===== config.mk =====
export PLATFORM = sky130hd
export DESIGN_NAME = vend_dispense_sched
export DESIGN_NICKNAME = d
export VERILOG_FILES = /design/src/rtl/vend_pkg.sv /design/src/rtl/vend_tmr.sv /design/src/rtl/vend_dispense_sched.sv
export SDC_FILE = /design/constraint.sdc
export NUM_CORES = 1
export LEC_CHECK = 0
export CAP_MARGIN = 10
export CORE_MARGIN = 5
export CORE_UTILIZATION = 45
export DETAILED_ROUTE_END_ITERATION = 16
export PLACE_DENSITY = 0.68
export SETUP_SLACK_MARGIN = 0.02
export SLEW_MARGIN = 40
export SYNTH_ARGS = -nofsm -noshare
export SYNTH_HDL_FRONTEND = slang
export SYNTH_SLANG_ARGS = --single-unit

===== constraint.sdc =====
create_clock -name clk -period 2.8 [get_ports clk]
set_input_delay 0.42 -clock clk [delete_from_list [all_inputs] [get_ports clk]]
set_output_delay 0.42 -clock clk [all_outputs]
set_load 0.03 [all_outputs]

===== src/rtl/vend_pkg.sv =====
// Shared definitions for the vending dispense scheduler.
//   state_t          : scheduler FSM states
//   SLOT0..3, HOPPER : actuator target codes driven on act_id
//   DEF_TIMEOUT      : default max act_en-high cycles waiting for act_done
//   DEF_GAP_CYC      : default mechanical dead-time after each actuation
//   slot_id()        : maps a 2-bit product select onto its actuator code
package vend_pkg;

  typedef enum logic [1:0] {
    ST_IDLE  = 2'd0,
    ST_ACT   = 2'd1,
    ST_GAP   = 2'd2,
    ST_FAULT = 2'd3
  } state_t;

  localparam logic [2:0] SLOT0  = 3'd0;
  localparam logic [2:0] SLOT1  = 3'd1;
  localparam logic [2:0] SLOT2  = 3'd2;
  localparam logic [2:0] SLOT3  = 3'd3;
  localparam logic [2:0] HOPPER = 3'd4;

  localparam int DEF_TIMEOUT = 200;
  localparam int DEF_GAP_CYC = 4;

  function automatic logic [2:0] slot_id(input logic [1:0] sel);
    case (sel)
      2'd0:    return SLOT0;
      2'd1:    return SLOT1;
      2'd2:    return SLOT2;
      default: return SLOT3;
    endcase
  endfunction

endpackage


===== src/rtl/vend_tmr.sv =====
// Loadable down-counter shared by the ACT timeout and the GAP dead-time.
//   clk, rst  : clock, asynchronous active-low reset
//   load      : load load_val (has priority over en)
//   load_val  : value to load
//   en        : decrement by one, holding at zero
//   zero      : counter currently at zero
module vend_tmr #(
  parameter int W = 8
) (
  input  logic         clk,
  input  logic         rst,
  input  logic         load,
  input  logic [W-1:0] load_val,
  input  logic         en,
  output logic         zero
);

  logic [W-1:0] cnt;

  always_ff @(posedge clk or negedge rst) begin
    if (!rst) begin
      cnt <= '0;
    end else if (load) begin
      cnt <= load_val;
    end else if (en && (cnt != '0)) begin
      cnt <= cnt - 1'b1;
    end
  end

  assign zero = (cnt == '0);

endmodule


===== src/rtl/vend_dispense_sched.sv =====
// Arbitrates product-dispense and coin-payout requests onto one shared
// actuator, sequences actuations with mechanical dead-time and guards each
// actuation with a timeout that parks the block in FAULT.
//   clk, rst             : clock, asynchronous active-low reset
//   vend_req / vend_sel  : product request and slot (0..3)
//   chg_req / chg_amt    : payout request and coin count (0..15)
//   act_done             : actuator acknowledge for one actuation
//   fault_clr            : leave FAULT
//   vend_gnt / chg_gnt   : one-cycle acceptance pulses
//   vend_done / chg_done : one-cycle completion pulses
//   act_en / act_id      : actuator drive and target (0..3 slot, 4 hopper)
//   busy / fault         : not IDLE / in FAULT
// Every output is a register loaded from the next-state logic.
module vend_dispense_sched
  import vend_pkg::*;
#(
  parameter int TIMEOUT = DEF_TIMEOUT,
  parameter int GAP_CYC = DEF_GAP_CYC
) (
  input  logic       clk,
  input  logic       rst,
  input  logic       vend_req,
  input  logic [1:0] vend_sel,
  input  logic       chg_req,
  input  logic [3:0] chg_amt,
  input  logic       act_done,
  input  logic       fault_clr,
  output logic       vend_gnt,
  output logic       chg_gnt,
  output logic       vend_done,
  output logic       chg_done,
  output logic       act_en,
  output logic [2:0] act_id,
  output logic       busy,
  output logic       fault
);

  // Timer loads are one less than the cycle count because the loaded
  // cycle itself is the first counted cycle.
  localparam logic [7:0] TO_LOAD  = 8'(TIMEOUT - 1);
  localparam logic [7:0] GAP_LOAD = 8'(GAP_CYC - 1);

  state_t     state, state_nxt;
  logic       arm;         // low for the first cycle after reset release
  logic       rr_chg;      // payout has priority on the next contention
  logic       active_chg;  // operation in progress belongs to the payout side
  logic [3:0] rem;         // actuations still to perform

  logic       rr_chg_nxt, active_chg_nxt;
  logic [3:0] rem_nxt;
  logic [2:0] act_id_nxt;
  logic       vend_gnt_nxt, chg_gnt_nxt, vend_done_nxt, chg_done_nxt;
  logic       act_en_nxt, busy_nxt, fault_nxt;
  logic       contend, pick_vend;
  logic       tmr_load, tmr_en, tmr_zero;
  logic [7:0] tmr_val;

  vend_tmr #(.W(8)) u_tmr (
    .clk      (clk),
    .rst      (rst),
    .load     (tmr_load),
    .load_val (tmr_val),
    .en       (tmr_en),
    .zero     (tmr_zero)
  );

  always_comb begin
    state_nxt      = state;
    rr_chg_nxt     = rr_chg;
    active_chg_nxt = active_chg;
    rem_nxt        = rem;
    act_id_nxt     = act_id;
    vend_gnt_nxt   = 1'b0;
    chg_gnt_nxt    = 1'b0;
    vend_done_nxt  = 1'b0;
    chg_done_nxt   = 1'b0;
    tmr_load       = 1'b0;
    tmr_val        = TO_LOAD;
    tmr_en         = 1'b0;
    contend        = vend_req && chg_req;
    pick_vend      = vend_req && (!chg_req || !rr_chg);

    case (state)
      ST_IDLE: begin
        // A zero-coin payout stays in IDLE with chg_gnt high while the
        // requester is still holding chg_req; skip that cycle so the same
        // request is not accepted twice.
        if (arm && !chg_gnt) begin
          if (pick_vend) begin
            vend_gnt_nxt   = 1'b1;
            active_chg_nxt = 1'b0;
            rem_nxt        = 4'd1;
            act_id_nxt     = slot_id(vend_sel);
            state_nxt      = ST_ACT;
            tmr_load       = 1'b1;
            // Priority flips only when both sides actually competed.
            if (contend) rr_chg_nxt = 1'b1;
          end else if (chg_req) begin
            chg_gnt_nxt = 1'b1;
            if (contend) rr_chg_nxt = 1'b0;
            if (chg_amt == 4'd0) begin
              chg_done_nxt = 1'b1;
            end else begin
              active_chg_nxt = 1'b1;
              rem_nxt        = chg_amt;
              act_id_nxt     = HOPPER;
              state_nxt      = ST_ACT;
              tmr_load       = 1'b1;
            end
          end
        end
      end

      ST_ACT: begin
        // act_done wins over a timeout expiring in the same cycle.
        if (act_done) begin
          rem_nxt   = rem - 4'd1;
          state_nxt = ST_GAP;
          tmr_load  = 1'b1;
          tmr_val   = GAP_LOAD;
          if (rem == 4'd1) begin
            if (active_chg) chg_done_nxt  = 1'b1;
            else            vend_done_nxt = 1'b1;
          end
        end else if (tmr_zero) begin
          state_nxt  = ST_FAULT;
          rem_nxt    = 4'd0;
          act_id_nxt = 3'd0;
        end else begin
          tmr_en = 1'b1;
        end
      end

      ST_GAP: begin
        if (tmr_zero) begin
          if (rem != 4'd0) begin
            state_nxt = ST_ACT;
            tmr_load  = 1'b1;
          end else begin
            state_nxt  = ST_IDLE;
            act_id_nxt = 3'd0;
          end
        end else begin
          tmr_en = 1'b1;
        end
      end

      default: begin
        if (fault_clr) state_nxt = ST_IDLE;
      end
    endcase

    act_en_nxt = (state_nxt == ST_ACT);
    busy_nxt   = (state_nxt != ST_IDLE);
    fault_nxt  = (state_nxt == ST_FAULT);
  end

  always_ff @(posedge clk or negedge rst) begin
    if (!rst) begin
      state      <= ST_IDLE;
      arm        <= 1'b0;
      rr_chg     <= 1'b0;
      active_chg <= 1'b0;
      rem        <= 4'd0;
      vend_gnt   <= 1'b0;
      chg_gnt    <= 1'b0;
      vend_done  <= 1'b0;
      chg_done   <= 1'b0;
      act_en     <= 1'b0;
      act_id     <= 3'd0;
      busy       <= 1'b0;
      fault      <= 1'b0;
    end else begin
      state      <= state_nxt;
      arm        <= 1'b1;
      rr_chg     <= rr_chg_nxt;
      active_chg <= active_chg_nxt;
      rem        <= rem_nxt;
      vend_gnt   <= vend_gnt_nxt;
      chg_gnt    <= chg_gnt_nxt;
      vend_done  <= vend_done_nxt;
      chg_done   <= chg_done_nxt;
      act_en     <= act_en_nxt;
      act_id     <= act_id_nxt;
      busy       <= busy_nxt;
      fault      <= fault_nxt;
    end
  end

endmodule


==> metrics <==
register area share after synthesis=0.4215; Critical Path Source=state[1]$_DFF_PN0_; CP max FO=11; layout cells sized above 1=0.1129; min cycle time layout=2.230 ns; core area=3390 sq um; Slew headroom=0.4996; Leak=0.8043 nW; routed length per instance=15.76 um; CTS tree=yes; post-detail-place hpwl=2846 um; die extent in x=69.68 um; Post-DP Area=1878 sq um; first-pass iteration count of the detailed router=4; Max Cap Viol=0; reg-to-reg setup timing slack=0.57 ns; CTS Hold Buffers Added=0; initial antenna violation count=0; FF-to-FF path depth=6; final core utilization=0.5618; switching pwr=862.4 uW; r2r startpoint=state[1]$_DFF_PN0_; Net Sw Frac=0.4477; worst skew pair latency=0.33 ns; internal power contribution=1.064 mW; Syn Nets=181; final setup violation count=0; final WL=3657 um; Max Freq=448.5 MHz; critical path data arrival time=2.48 ns; slowest cell on the critical path=or4_1; Avg Vias per Cell=5.836; Crit path required time=3.05 ns; Final Max Tran Viols=0; Hold Path Class=primary input to asynchronous set/reset pin; Mapped Area=1603 sq um; Avg Cell Area, Syn=10.02 sq um; Vias=1354; Synth Register Bits=27; Non-Filler Instances=232; slack of the critical path=0.5702 ns; Design Area, Final=1904 sq um; Fin Setup TNS=0 ns; worst-margin pin slew=0.7412 ns; fin crit share=0.7964; DR iter-0 viols=101; setup bufs post-CTS=0; run status=finished, final reports clean; DIE HEIGHT=69.68 um; Tot GR Track Use=0.1590; Diodes inserted=0; first-pass GRT wire length=6354 um; DP Worst Slack=0.4069 ns; largest net degree at the start of global routing=28; H-Tree Depth=1; skew final=0.01109 ns; # DRC=0; max incr delay on CP=0.54 ns; CTS resizes=0; cell chain of the critical path=inv_1 > ha_1 > and2b_1 > o221ai_2 > or4_1 > a21oi_1; CP Class=flop to flop; Top Ports=22; vias in the first global route=1389; port bufs=21; synthesized instance count=160; clock tree buffer depth=2; clock sink count=27; die area=4855 sq um; PwrDens=1012 nW/um^2; row count=21; fillcell total=288; Initial Util=0.4729; Peak VDD IR=0.6892 mV; sequential power share=0.336; Final #Nets=208; Cell variety after synth=45; Syn. warnings=0; CTS buffer count=3; gpl congestion=0.9032; Clock Pin Slew Worst Setup and Hold Paths=0.15 ns; clock share of power=0.089; startpoint types=flop; Overflow after GRT=0; Placed Cells=228; RSZ-0062 raised after global routing=no; crit path to=u_tmr.cnt[3]$_DFFE_PN0P_; Antenna Nets Post-Route=0; Area Growth Syn to Fin=18.81%; r2r endpoint=u_tmr.cnt[3]$_DFFE_PN0P_; nature of the critical path endpoint=flop; Root Buffer=clkbuf_4; final hold violations=0; Combinational Power Share=0.575
==> layout make-up <==
type,count,area [sq um],share of cell area
flip-flops and latches,27,675.6,0.3548
repair buffers,24,232.7,0.1222
inverters,11,41.29,0.02168
multi-input cells,120,870.8,0.4573
well taps,46,57.56,0.03022
clock buffers,4,26.28,0.01380
==> kinds of logic after synthesis <==
family | count (synthesis) | share of synthesized area
buffers and inverters | 13 | 0.03513
flip-flops | 27 | 0.4215
AND/OR/NAND/NOR | 58 | 0.2162
AO/OA/AOI/OAI | 44 | 0.2022
multiplexers | 6 | 0.04137
adder cells (fa/ha/maj) | 9 | 0.07026
other | 1 | 0.002340
XOR/XNOR | 2 | 0.01093
==> flip-flops by register name, summed over array words and instances, names as in the netlist, 2 cells and up <==
name and flops:
rem 4, state 2, u_tmr.cnt 8, act_id 3
==> critical path, delay by kind of cell (launching register included) <==
family                     cells  cell delay (ns)
and+or+nand+nor                2             0.78
AOI/OAI and AO/OA              2             0.40
DFF                            1             0.46
adders and majority gates      1             0.38
buffers and inverters          1             0.12
==> cells in the final DEF (no fill, tap or decap), types with 2 or more instances in the layout <==
| cell | synthesis | layout |
|---|---|---|
| o22ai_1 | 2 | 2 |
| or3b_2 | 2 | 2 |
| nor2_1 | 16 | 16 |
| mux2_2 | 5 | 5 |
| o21ai_0 | 5 | 5 |
| o211ai_1 | 3 | 3 |
| ha_1 | 9 | 9 |
| or4_1 | 3 | 3 |
| a211oi_1 | 2 | 2 |
| or3_1 | 5 | 5 |
| nand3b_1 | 2 | 2 |
| nor4_2 | 2 | 2 |
| dfrtp_1 | 27 | 27 |
| o31ai_1 | 3 | 3 |
| nor3_1 | 5 | 5 |
| clkdlybuf4s50_1 | 0 | 21 |
| a21oi_1 | 10 | 10 |
| nor3b_1 | 4 | 4 |
| a311o_1 | 2 | 2 |
| xnor2_1 | 2 | 2 |
| nand2b_1 | 2 | 2 |
| inv_1 | 11 | 11 |
| nand2_1 | 10 | 10 |
| o41ai_1 | 3 | 3 |
| clkbuf_4 | 0 | 3 |
| buf_4 | 2 | 3 |
| a31oi_1 | 3 | 3 |
==> synth_stat cells (all sizes together) <==
cell type  number  share of area
o221a           1          0.012
nor4b           2          0.020
o221ai          1         0.0094
ha              9          0.070
xnor2           2          0.011
a21boi          1         0.0047
a21bo           1         0.0062
nand2b          2         0.0078
a311o           2          0.012
o41ai           3          0.016
a22o            1         0.0055
a2bb2oi         1         0.0055
o211ai          3          0.014
or3b            2          0.011
nor2b           1         0.0039
or3             5          0.020
nand3b          2         0.0094
nor4            3          0.020
mux2i           1         0.0062
a31oi           3          0.012
buf             2         0.0094
nand2          10          0.023
o2111ai         1         0.0055
o31ai           3          0.014
nor3b           4          0.019
a311oi          1         0.0055
o22ai           2         0.0078
or4             4          0.021
o311ai          1         0.0055
nor3            5          0.016
mux2            5          0.035
inv            11          0.026
a22oi           1         0.0047
or2             1         0.0039
dfrtp          27           0.42
a21oi          10          0.031
o21ai           5          0.016
conb            1         0.0023
and2b           1         0.0047
a21o            1         0.0047
nor2           16          0.037
a211oi          2         0.0094
==> worst min-delay path by stage <==
stage / slack [ns] / depth (start not counted) / startpoint / end
after floorplan: 0.12 / 0 / rst / act_en$_DFF_PN0_
after global placement: 0.44 / 1 / active_chg$_DFFE_PN0P_ / vend_done$_DFF_PN0_
after detailed placement: 0.48 / 1 / active_chg$_DFFE_PN0P_ / vend_done$_DFF_PN0_
after CTS: 0.45 / 2 / rst / u_tmr.cnt[0]$_DFFE_PN0P_
after global routing: 0.47 / 2 / rst / u_tmr.cnt[7]$_DFFE_PN0P_
final: 0.44 / 2 / rst / u_tmr.cnt[0]$_DFFE_PN0P_
==> power groups by stage <==
stage	Clock [mW]	Combinational [mW]	Sequential, mW
final	0.171	1.11	0.647
after global routing	0.193	1.23	0.665
after CTS	0.175	1.11	0.646
after detailed placement	0	1.11	0.655
after global placement	0	1.07	0.642
after floorplan	0	0.730	0.719
==> layer usage <==
layer	vias to the layer above	global-route usage	share of wire
li1	646	-	-
met5	-	0	0
met4	0	0.05106	0.010
met1	669	0.1919	0.43
met2	33	0.2828	0.51
met3	6	0.03043	0.049
==> through the flow <==
step / hold WS (ns) / total power [mW]
4_1_cts: 0.4504 / 1.933
6_report: 0.4390 / 1.926
2_1_floorplan: 0.1244 / 1.448
3_3_place_gp: 0.4449 / 1.709
5_1_grt: 0.4684 / 2.084
3_5_place_dp: 0.4789 / 1.761
Power figures use the tool's default switching activity.
